--- src/rtl/sc2bin_relu_ctrl_if.sv ---
`default_nettype none
// ============================================================================
// Module   : sc2bin_relu_ctrl_if
// Purpose  : Bundles the control, stochastic-stream and result handshake
//            signals of the SC-to-binary ReLU sequencer.
// Signals  : start, act_en      - conversion request and activation enable
//            sc_valid, sc_bit   - stochastic stream input
//            sc_ready           - sequencer is accepting stream bits
//            busy               - sequencer is not idle
//            out_valid/out_ready- result handshake
//            out_data, out_sat  - ReLU result and positive-saturation flag
// Modports : master - producer/consumer side (drives requests, stream, ready)
//            slave  - sequencer side
// Revision : 1.0 - initial release
// ============================================================================
interface sc2bin_relu_ctrl_if #(
    parameter int BITWIDTH = 8
);
    logic                start;
    logic                act_en;
    logic                sc_valid;
    logic                sc_bit;
    logic                sc_ready;
    logic                busy;
    logic                out_valid;
    logic                out_ready;
    logic [BITWIDTH-1:0] out_data;
    logic                out_sat;

    modport master (
        output start, act_en, sc_valid, sc_bit, out_ready,
        input  sc_ready, busy, out_valid, out_data, out_sat
    );

    modport slave (
        input  start, act_en, sc_valid, sc_bit, out_ready,
        output sc_ready, busy, out_valid, out_data, out_sat
    );
endinterface
`default_nettype wire

--- src/rtl/sc2bin_relu_ctrl.sv ---
`default_nettype none
// ============================================================================
// Module   : sc2bin_relu_ctrl
// Purpose  : Accepts a 2^LOG_LEN-bit bipolar stochastic stream, counts its
//            ones, converts the count to a signed BITWIDTH-bit value,
//            applies ReLU gating under the act_en latched at start, and
//            presents the result on a valid/ready handshake.
// Ports    : clk   - clock, rising edge
//            reset - synchronous active-high reset
//            bus   - sc2bin_relu_ctrl_if.slave (control, stream, result)
// Revision : 1.0 - initial release
// ============================================================================
module sc2bin_relu_ctrl #(
    parameter int BITWIDTH = 8,
    parameter int LOG_LEN  = 8
) (
    input  wire                    clk,
    input  wire                    reset,
    sc2bin_relu_ctrl_if.slave      bus
);
    typedef enum logic [1:0] {
        S_IDLE    = 2'd0,
        S_ACCUM   = 2'd1,
        S_CONVERT = 2'd2,
        S_HOLD    = 2'd3
    } state_t;

    // Signed working width: wide enough for the bipolar offset value
    // (LOG_LEN+2 bits) and for the BITWIDTH saturation limits.
    localparam int c_W = ((LOG_LEN + 2) > BITWIDTH ? (LOG_LEN + 2) : BITWIDTH) + 1;

    localparam logic signed [c_W-1:0] c_ONE     = {{(c_W-1){1'b0}}, 1'b1};
    localparam logic signed [c_W-1:0] c_HALF    = c_ONE <<< (LOG_LEN - 1);
    localparam logic signed [c_W-1:0] c_POS_MAX = (c_ONE <<< (BITWIDTH - 1)) - c_ONE;

    state_t                r_state;
    state_t                w_next_state;
    logic [LOG_LEN:0]      r_ones;
    logic [LOG_LEN-1:0]    r_bits;
    logic                  r_act;
    logic [BITWIDTH-1:0]   r_data;
    logic                  r_sat;

    logic signed [c_W-1:0] w_v;
    logic [BITWIDTH-1:0]   w_data;
    logic                  w_sat;
    logic                  w_last_bit;

    // The L-th bit is accepted when the bit counter is all ones.
    assign w_last_bit = bus.sc_valid && (&r_bits);

    // ------------------------------------------------------------------
    // State register
    // ------------------------------------------------------------------
    always_ff @(posedge clk) begin
        if (reset) begin
            r_state <= S_IDLE;
        end else begin
            r_state <= w_next_state;
        end
    end

    // ------------------------------------------------------------------
    // Next-state logic
    // ------------------------------------------------------------------
    always_comb begin
        w_next_state = r_state;
        case (r_state)
            S_IDLE:    if (bus.start)     w_next_state = S_ACCUM;
            S_ACCUM:   if (w_last_bit)    w_next_state = S_CONVERT;
            S_CONVERT:                    w_next_state = S_HOLD;
            S_HOLD:    if (bus.out_ready) w_next_state = S_IDLE;
            default:                      w_next_state = S_IDLE;
        endcase
    end

    // ------------------------------------------------------------------
    // Conversion: v = ones - L/2, saturate, then ReLU.
    // A negative value (clipped or not) always ends up as zero after
    // ReLU, so only the positive clip needs an explicit test.
    // ------------------------------------------------------------------
    assign w_v = $signed({{(c_W-LOG_LEN-1){1'b0}}, r_ones}) - c_HALF;

    always_comb begin
        w_data = '0;
        w_sat  = 1'b0;
        if (r_act && !w_v[c_W-1]) begin
            if (w_v > c_POS_MAX) begin
                w_data = c_POS_MAX[BITWIDTH-1:0];
                w_sat  = 1'b1;
            end else begin
                w_data = w_v[BITWIDTH-1:0];
            end
        end
    end

    // ------------------------------------------------------------------
    // Datapath registers
    // ------------------------------------------------------------------
    always_ff @(posedge clk) begin
        if (reset) begin
            r_ones <= '0;
            r_bits <= '0;
            r_act  <= 1'b0;
            r_data <= '0;
            r_sat  <= 1'b0;
        end else begin
            case (r_state)
                S_IDLE: begin
                    if (bus.start) begin
                        r_act  <= bus.act_en;
                        r_ones <= '0;
                        r_bits <= '0;
                    end
                end
                S_ACCUM: begin
                    if (bus.sc_valid) begin
                        r_ones <= r_ones + {{LOG_LEN{1'b0}}, bus.sc_bit};
                        r_bits <= r_bits + {{(LOG_LEN-1){1'b0}}, 1'b1};
                    end
                end
                S_CONVERT: begin
                    r_data <= w_data;
                    r_sat  <= w_sat;
                end
                default: ;
            endcase
        end
    end

    // ------------------------------------------------------------------
    // Outputs
    // ------------------------------------------------------------------
    assign bus.sc_ready  = (r_state == S_ACCUM);
    assign bus.busy      = (r_state != S_IDLE);
    assign bus.out_valid = (r_state == S_HOLD);
    assign bus.out_data  = r_data;
    assign bus.out_sat   = r_sat;

endmodule
`default_nettype wire

--- src/flat_wrapper.sv ---
// flat-port wrapper written by rule: the top's interface ports become plain ports
module sc2bin_relu_ctrl_flat 
#(
    parameter int BITWIDTH = 8,
    parameter int LOG_LEN  = 8
)
  (clk, reset, bus_start, bus_act_en, bus_sc_valid, bus_sc_bit, bus_out_ready, bus_sc_ready, bus_busy, bus_out_valid, bus_out_data, bus_out_sat);
  sc2bin_relu_ctrl_if #(.BITWIDTH(BITWIDTH)) bus_i ();
  input  wire clk;
  input  wire reset;
  input wire logic [$bits(bus_i.start)-1:0] bus_start;
  input wire logic [$bits(bus_i.act_en)-1:0] bus_act_en;
  input wire logic [$bits(bus_i.sc_valid)-1:0] bus_sc_valid;
  input wire logic [$bits(bus_i.sc_bit)-1:0] bus_sc_bit;
  input wire logic [$bits(bus_i.out_ready)-1:0] bus_out_ready;
  output wire logic [$bits(bus_i.sc_ready)-1:0] bus_sc_ready;
  output wire logic [$bits(bus_i.busy)-1:0] bus_busy;
  output wire logic [$bits(bus_i.out_valid)-1:0] bus_out_valid;
  output wire logic [$bits(bus_i.out_data)-1:0] bus_out_data;
  output wire logic [$bits(bus_i.out_sat)-1:0] bus_out_sat;
  assign bus_i.start = bus_start;
  assign bus_i.act_en = bus_act_en;
  assign bus_i.sc_valid = bus_sc_valid;
  assign bus_i.sc_bit = bus_sc_bit;
  assign bus_i.out_ready = bus_out_ready;
  assign bus_sc_ready = bus_i.sc_ready;
  assign bus_busy = bus_i.busy;
  assign bus_out_valid = bus_i.out_valid;
  assign bus_out_data = bus_i.out_data;
  assign bus_out_sat = bus_i.out_sat;
  sc2bin_relu_ctrl #(.BITWIDTH(BITWIDTH), .LOG_LEN(LOG_LEN)) u_core (.clk(clk), .reset(reset), .bus(bus_i));
endmodule
--- config.mk ---
export PLATFORM = sky130hd
export DESIGN_NAME = sc2bin_relu_ctrl_flat
export DESIGN_NICKNAME = d
export VERILOG_FILES = /design/src/rtl/sc2bin_relu_ctrl_if.sv /design/src/rtl/sc2bin_relu_ctrl.sv /design/src/flat_wrapper.sv
export SDC_FILE = /design/constraint.sdc
export NUM_CORES = 1
export LEC_CHECK = 0
export CAP_MARGIN = 20
export CELL_PAD_IN_SITES_DETAIL_PLACEMENT = 0
export CELL_PAD_IN_SITES_GLOBAL_PLACEMENT = 1
export CORE_MARGIN = 1
export CORE_UTILIZATION = 35
export CTS_CLUSTER_SIZE = 25
export DETAILED_ROUTE_END_ITERATION = 10
export PLACE_DENSITY_LB_ADDON = 0.1
export SKIP_LAST_GASP = 1
export SYNTH_ARGS = -nofsm -noshare
export SYNTH_HDL_FRONTEND = slang
export SYNTH_SLANG_ARGS = --single-unit
--- constraint.sdc ---
create_clock -name clk -period 2.6 [get_ports clk]
set_input_delay 0.65 -clock clk [delete_from_list [all_inputs] [get_ports clk]]
set_output_delay 0.65 -clock clk [all_outputs]
set_load 0.1 [all_outputs]
==> reports/summary.txt, run 1 <==
Status: finished, final reports clean
Avg Cell Area, Syn: 8.87 um^2
Via count: 1,208
Die W: 67.3 um
TritonCTS buffer count: 5
CP arrival: 2370 ps
Post-DP Area: 1700 um^2
Crit path required time: 2770 ps
Largest net degree at the start of global routing: 15
Seq/Total Area, Yosys: 0.390
Final HPWL DP: 2400 um
R2R depth: 7
Layout Skew: 3.60 ps
Mapped Area: 1490 um^2
CTS clk-pin slew, worst paths: 60 ps
CP Launch Type: input pin
Root buf cell: clkbuf_8
Post-DRT Antenna Nets: 0
Slew Viols, Final: 0
Final WL: 3110 um
CP Capture Type: register
Fmax: 0.453 GHz
Chip Height: 67.3 um
Post-CTS Setup Bufs: 0
Vias in the first global route: 1,145
Total track usage: 0.154
Core area: 4060 um^2
Final instance area: 1820 um^2
Gate Count Post-Synth: 168
Multi-input logic area: 830 um^2
Via density: 5.01
Hold-fix buffer count after cts: 0
Post-synthesis register bit count: 29
Most common cell after layout, fill and taps aside: dfxtp_1
Synth warnings: 0
Port bufs: 18
Pwr dens: 888 nW/um^2
Setup TNS: 0 ps
CTS Sinks: 29
Row cnt: 23
# IOs: 19
FF+latch area: 581 um^2
PostCTS Resize Cnt: 0
Inst Count DP: 233
Worst skew pair latency: 270 ps
CP Class: in -> reg
Hold crit path type: reg -> reg
Post-synth EDFFs: 0
Fill count: 398
H-Tree Level Count: 2
Commonest cells after routing, fill and taps aside: dfxtp_1 (29), nor2_1 (18), nand2_1 (16), buf_4 (16)
Setup violators final: 0
Fin crit share: 0.848
Starting Density: 0.367
Area delta synth->final: 21.8%
CTS tree: built
Total grt overflow: 0
Hold Vio Cnt, Final: 0
Layout cell share with drive strength beyond 1: 0.194
First-pass GRT wire length: 5200 um
RSZ-0062 raised after global routing: no
Post-synth top flop: dfxtp_1
Min Tclk post-route: 2210 ps
Leakage Power: 0.000695 uW
Post-Syn Nets: 185
Worst-Margin Slew: 918 ps
Drt first pass iters: 5
Setup slack after layout: 394 ps
Routed WL per cell: 12.9 um
Initial drt markers: 42
Pre-CTS setup slack: 93.2 ps
# DRC: 0
Slew Limit Headroom: 0.376
Routability cong.: 0.768
Largest fanout on the critical path: 10
Worst Hold Depth: 2
NumNets Final: 207
Synth async-reset ratio: 0
Initial antenna violation count: 0
Tot Pwr: 1610 uW
Synth cell types: 37
Clk buf depth: 2
Max cap viols: 0
Number of diodes: 0
Final std cells w/o fill: 241
Maximum vdd drop: 550 uV
Total Die Area: 4520 um^2
## layer usage
layer	vias up	GRT usage	part of all wire
met2	17	0.259	0.48
met5	-	0	0
met4	0	0.0479	0.010
li1	629	-	-
met1	557	0.192	0.48
met3	5	0.0405	0.030
## layout make-up
type	count	share of cell area
repair buffers	23	0.110
clock buffers	7	0.0476
well taps	50	0.0345
multi-input cells	124	0.457
flip-flops and latches	29	0.320
clock inverters	1	0.0165
inverters	7	0.0145
## worst max-delay path, stage by stage
cell,delay (ps)
clkdlybuf4s50_1,450
nor2b_1,630
buf_4,300
nor4_2,70
xnor2_1,230
nor2_2,40
## flip-flops by register name, summed over array words and instances (netlist names)
signal	cells
u_core.bus.out_data	8
u_core.bus.out_sat	1
u_core.r_act	1
u_core.r_bits	8
u_core.r_ones	9
u_core.r_state	2
## cell families after synthesis
| logic type | after synthesis | synth area share |
|---|---|---|
| xor gates and xnor gates | 11 | 0.0646 |
| muxes | 1 | 0.00923 |
| AOI/OAI and AO/OA | 27 | 0.114 |
| and+or+nand+nor | 75 | 0.285 |
| DFF | 29 | 0.390 |
| adders and majority gates | 10 | 0.0840 |
| buffers and inverters | 15 | 0.0537 |
## synthesized netlist by cell type, types with 3 or more instances
library cell | n | area (um^2)
a21oi_1 | 8 | 40.0
clkbuf_1 | 3 | 11.3
dfxtp_1 | 29 | 581
ha_1 | 10 | 125
inv_1 | 7 | 26.3
nand2_1 | 16 | 60.1
nand3_1 | 11 | 55.1
nand4_1 | 4 | 25.0
nor2_1 | 18 | 67.6
nor2_2 | 4 | 25.0
nor3_1 | 4 | 20.0
nor4_2 | 4 | 50.1
o21ai_0 | 9 | 45.0
xnor2_1 | 11 | 96.3
## metrics by stage
step            util  hold slack [ps]
2_1_floorplan      -              445
3_3_place_gp   0.419              442
3_5_place_dp   0.419              451
4_1_cts        0.447              466
5_1_grt        0.447              480
6_report       0.447              459
## where the power goes
part / leakage [uW] / switching (uW) / internal, uW / total (uW)
clock network: 0.0000585 / 166 / 312 / 478
registers: 0.000234 / 26.9 / 471 / 498
logic: 0.000403 / 448 / 188 / 636
## path summary, 6_finish.rpt
path | from | end | slack, ps
setup / recovery | bus_start | u_core.r_bits[5]$_SDFFE_PP0P_ | 390
hold / removal | u_core.bus.out_data[4]$_SDFFE_PP0P_ | u_core.bus.out_data[4]$_SDFFE_PP0P_ | 460
setup reg to reg | u_core.r_state[0]$_SDFFE_PP0P_ | u_core.r_bits[5]$_SDFFE_PP0P_ | 460
hold reg to reg | u_core.bus.out_data[4]$_SDFFE_PP0P_ | u_core.bus.out_data[4]$_SDFFE_PP0P_ | 460
(Power assumes the default switching activity.)
==> run 2, diff against run 1 <==
- clock period: 2.6 -> 2.1 ns (I/O delays scaled with it)
==> run 2 against run 1 <==
Die area unchanged. Non-clock buffer count increased by 6. Worst setup slack got worse by 240 ps. Global-route usage up 0.74 points. Wire length grew 0.19%. Count of clock-buffer cells in the layout fell by 2. Via count grew 1.4%. First-iteration DRC count increased by 14%. Hold slack worse by 0.73 ps. Total power increased by 25%. Utilization is 1.6 points higher. Critical path type is now reg -> out. Largest cell class unchanged. Largest power group unchanged. Highest routed layer unchanged.
==> reports/summary.txt, run 2 (synthesis gave the netlist of run 1 again) <==
Setup violators final: 0 (unchanged)
PostCTS Resize Cnt: 0 (unchanged)
Area delta synth->final: 26.3%
Leakage Power: 0.000721 uW (+3.6%)
Hold Vio Cnt, Final: 0 (unchanged)
Layout cell share with drive strength beyond 1: 0.234 (+0.0398)
Maximum vdd drop: 771 uV (+40%)
Inst Count DP: 239 (+2.6%)
CTS clk-pin slew, worst paths: 70 ps (about the same)
H-Tree Level Count: 2 (unchanged)
Initial antenna violation count: 0 (unchanged)
Worst Hold Depth: 2 (unchanged)
Post-DRT Antenna Nets: 0 (unchanged)
Min Tclk post-route: 1940 ps
Final instance area: 1880 um^2 (+3.7%)
Slew Limit Headroom: 0.566 (+0.190)
RSZ-0062 raised after global routing: no
Commonest cells after routing, fill and taps aside: dfxtp_1 (29), buf_4 (19), nor2_1 (18)
Slew Viols, Final: 0 (unchanged)
Total grt overflow: 0 (unchanged)
Total track usage: 0.162 (+0.00739)
Total Die Area: 4520 um^2 (unchanged)
# IOs: 19 (unchanged)
Setup TNS: 0 ps (unchanged)
Largest net degree at the start of global routing: 15 (unchanged)
Layout Skew: 6.98 ps (+3.38 ps)
Final std cells w/o fill: 247 (+2.5%)
Hold-fix buffer count after cts: 0 (unchanged)
Pwr dens: 1070 nW/um^2 (+20%)
Drt first pass iters: 4 (-1)
Starting Density: 0.367 (unchanged)
Fin crit share: 0.925
CP Capture Type: primary output
CP arrival: 1420 ps (-950 ps)
Routed WL per cell: 12.6 um (-2.2%)
CP Launch Type: register
CP Class: reg -> out
Root buf cell: clkbuf_8
Most common cell after layout, fill and taps aside: dfxtp_1
Clk buf depth: 2 (unchanged)
Largest fanout on the critical path: 4 (-6)
Max cap viols: 0 (unchanged)
Via count: 1,225 (+1.4%)
CTS Sinks: 29 (unchanged)
Via density: 4.96 (-1.1%)
First-pass GRT wire length: 5330 um (+2.5%)
Chip Height: 67.3 um (unchanged)
Port bufs: 18 (unchanged)
Crit path required time: 1570 ps (-1200 ps)
TritonCTS buffer count: 5 (unchanged)
Post-CTS Setup Bufs: 0 (unchanged)
Max reg flops: 9 (unchanged)
Worst skew pair latency: 280 ps (about the same)
NumNets Final: 213 (+2.9%)
Top reg by flops: u_core.r_ones
Min Hold Slack: 458 ps (-0.726 ps)
R2R depth: 7 (unchanged)
# DRC: 0 (unchanged)
Die W: 67.3 um (unchanged)
Core area: 4060 um^2 (unchanged)
Row cnt: 23 (unchanged)
Number of diodes: 0 (unchanged)
Post-DP Area: 1780 um^2 (+5.0%)
Fmax: 0.515 GHz
Routability cong.: 0.829 (+7.9%)
Initial drt markers: 48 (+14%)
Final Util: 0.464 (+0.0163)
Final WL: 3120 um (+0.19%)
Vias in the first global route: 1,192 (+4.1%)
Status: finished, final reports clean
CTS tree: built
Final HPWL DP: 2310 um (-3.9%)
Hold crit path type: reg -> reg
Worst-Margin Slew: 650 ps (-268 ps)
## run 2: changes by cell type in the layout (fill, tap and decap cells not counted), sizes merged
cell and delta:
clkinv +2, clkbuf -2, buf +6, clkinvlp +1, bufinv -1
## run 2: cell type report
cell class | instances | area [um^2]
clock buffers | 5 | 68.8
clock inverters | 3 | 17.5
repair buffers | 29 | 283
multi-input cells | 124 | 843
fillers | 397 | 2180
flip-flops and latches | 29 | 581
inverters | 7 | 26.3
well taps | 50 | 62.6
## run 2: final timing paths
| path | from | endpoint | slack [ps] |
|---|---|---|---|
| max reg2reg | u_core.r_state[0]$_SDFFE_PP0P_ | u_core.r_ones[5]$_SDFFE_PP0P_ | 250 |
| min | u_core.bus.out_sat$_SDFFE_PP0P_ | u_core.bus.out_sat$_SDFFE_PP0P_ | 460 |
| max | u_core.r_state[0]$_SDFFE_PP0P_ | bus_busy | 160 |
| min reg2reg | u_core.bus.out_sat$_SDFFE_PP0P_ | u_core.bus.out_sat$_SDFFE_PP0P_ | 460 |
## run 2: power breakdown
group          internal (uW)  total (uW)  switching, uW  leakage, uW
Combinational            357         947            589     0.000442
Sequential               583         616           32.2     0.000234
Clock                    228         450            222    0.0000439
## run 2: worst max-delay path: stages (launching register included)
cell and delay (ps):
dfxtp_1 380, inv_1 80, ha_1 250, buf_4 160
inv_1 90, buf_12 180
## run 2: per-stage QoR
step                power (uW)  setup slack (ps)
finish                    2010               158
CTS                       2010              23.7
detailed placement        1550              -227
floorplan                 1280              55.4
global placement          1540              -198
global route              2140              76.6
## run 2: routing by layer
layer  global-route usage  share of wire
met1                0.197           0.48
met2                0.254           0.46
met3               0.0524          0.036
met4               0.0798          0.021
met5                    0              0
==> run 3, diff against run 2 <==
- RECOVER_POWER: not set -> 25
==> run 3 against run 2 <==
First-iteration DRC count up 4.2%. Clock power about the same. Count of clock-buffer cells in the layout unchanged. Die area unchanged. Utilization down 0.55 points. Wire length up 0.26%. Sequential power about the same. Flip-flop and latch count unchanged. Critical path type unchanged. Largest cell class unchanged. Critical endpoint unchanged. Global-route usage unchanged. Worst setup slack worse by 0.68 ps. Combinational power about the same.
==> reports/summary.txt, run 3 (synthesis gave the netlist of run 1 again) <==
Number of diodes: 0 (unchanged)
Hold Vio Cnt, Final: 0 (unchanged)
Setup violators final: 0 (unchanged)
Maximum vdd drop: 772 uV (about the same)
R2r startpoint: u_core.r_state[0]$_SDFFE_PP0P_
NumNets Final: 213 (unchanged)
Total track usage: 0.162 (unchanged)
Area delta synth->final: 24.8%
Max cap viols: 0 (unchanged)
CP Capture Point: bus_busy
Routed WL per cell: 12.7 um (+0.26%)
Min Tclk post-route: 1940 ps (+0.684 ps)
Largest net degree at the start of global routing: 15 (unchanged)
Die W: 67.3 um (unchanged)
Vias in the first global route: 1,192 (unchanged)
Worst Setup SP: u_core.r_state[0]$_SDFFE_PP0P_
Fmax: 0.515 GHz (about the same)
R2R depth: 7 (unchanged)
Via count: 1,222 (-0.24%)
Layout cell share with drive strength beyond 1: 0.234 (unchanged)
CTS clk-pin slew, worst paths: 70 ps (about the same)
First-pass GRT wire length: 5330 um (unchanged)
Worst-Margin Slew: 649 ps (-1.20 ps)
Row cnt: 23 (unchanged)
Fin crit share: 0.925 (about the same)
Starting Density: 0.367 (unchanged)
Total Die Area: 4520 um^2 (unchanged)
Worst skew pair latency: 280 ps (about the same)
Post-DRT Antenna Nets: 0 (unchanged)
Slew Viols, Final: 0 (unchanged)
CP Class: reg -> out
# IOs: 19 (unchanged)
Slew Limit Headroom: 0.567 (+0.000800)
CP Launch Type: register
Pre-CTS setup slack: -227 ps (unchanged)
PostCTS Resize Cnt: 0 (unchanged)
Hold crit path type: reg -> reg
Core area: 4060 um^2 (unchanged)
Setup TNS: 0 ps (unchanged)
Total grt overflow: 0 (unchanged)
Worst R2R End: u_core.r_ones[5]$_SDFFE_PP0P_
Setup slack after layout: 157 ps (-0.684 ps)
Initial antenna violation count: 0 (unchanged)
Pwr dens: 1080 nW/um^2 (+1.2%)
CP arrival: 1420 ps (about the same)
Chip Height: 67.3 um (unchanged)
Status: finished, final reports clean
Leakage Power: 0.000713 uW (-1.0%)
Hold-fix buffer count after cts: 0 (unchanged)
Drt first pass iters: 4 (unchanged)
Crit path required time: 1570 ps (about the same)
# DRC: 0 (unchanged)
Final WL: 3130 um (+0.26%)
Port bufs: 18 (unchanged)
Post-CTS Setup Bufs: 0 (unchanged)
Fill count: 404 (+1.8%)
H-Tree Level Count: 2 (unchanged)
Clk buf depth: 2 (unchanged)
CTS Sinks: 29 (unchanged)
Final HPWL DP: 2310 um (unchanged)
CTS tree: built
TritonCTS buffer count: 5 (unchanged)
Routability cong.: 0.829 (unchanged)
Top reg by flops: u_core.r_ones
CP Capture Type: primary output
Max reg flops: 9 (unchanged)
Via density: 4.95 (-0.24%)
Largest fanout on the critical path: 4 (unchanged)
Layout Skew: 8.41 ps (+1.43 ps)
Most common cell after layout, fill and taps aside: dfxtp_1
Initial drt markers: 50 (+4.2%)
Worst reg-to-reg setup slack: 250 ps (about the same)
Commonest cells after routing, fill and taps aside: dfxtp_1 (29), nor2_1 (18), nand2_1 (16)
Root buf cell: clkbuf_8
RSZ-0062 raised after global routing: no
run 3: worst min-delay path by stage:
stage	startpoint	slack (ps)	endpoint	cells after the start
6_report	u_core.bus.out_sat$_SDFFE_PP0P_	460	u_core.bus.out_sat$_SDFFE_PP0P_	2
5_1_grt	u_core.bus.out_data[4]$_SDFFE_PP0P_	480	u_core.bus.out_data[4]$_SDFFE_PP0P_	2
4_1_cts	u_core.bus.out_data[5]$_SDFFE_PP0P_	460	u_core.bus.out_data[5]$_SDFFE_PP0P_	2
3_5_place_dp	u_core.bus.out_data[5]$_SDFFE_PP0P_	450	u_core.bus.out_data[5]$_SDFFE_PP0P_	2
3_3_place_gp	u_core.bus.out_data[5]$_SDFFE_PP0P_	440	u_core.bus.out_data[5]$_SDFFE_PP0P_	2
2_1_floorplan	u_core.r_act$_SDFFE_PP0P_	450	u_core.r_act$_SDFFE_PP0P_	2
run 3: area by class of cell:
cell class	count	area [um^2]	area share
multi-input combinational	124	843	0.454
tap	50	62.6	0.0336
timing repair buffer	29	260	0.140
inverter	7	26.3	0.0141
clock inverter	3	17.5	0.00942
clock buffer	5	68.8	0.0370
sequential	29	581	0.312
run 3: worst max-delay path, cell delays in order, from the launching register on:
cell,delay [ps]
dfxtp_1,380
inv_1,80
ha_1,250
buf_4,160
inv_1,90
buf_12,180
run 3: metrics by stage:
stage	util	hold WS [ps]	power (uW)	instance area [um^2]	instances
floorplan	-	445	1280	1490	168
global placement	0.440	441	1540	1780	239
detailed placement	0.440	445	1550	1780	239
CTS	0.461	463	2010	1870	247
global route	0.458	485	2140	1860	247
finish	0.458	457	2010	1860	247
run 3: where the power goes:
group          total [uW]  switching [uW]  internal (uW)
logic                 947             589            357
registers             616            32.3            584
clock network         450             221            228
total                2010             843           1170
run 3: routing by layer:
metal / vias to the layer above / global-route usage / share of wire
li1: 645 / - / -
met1: 546 / 0.197 / 0.48
met2: 24 / 0.254 / 0.46
met3: 7 / 0.0524 / 0.042
met4: 0 / 0.0798 / 0.021
met5: - / 0 / 0
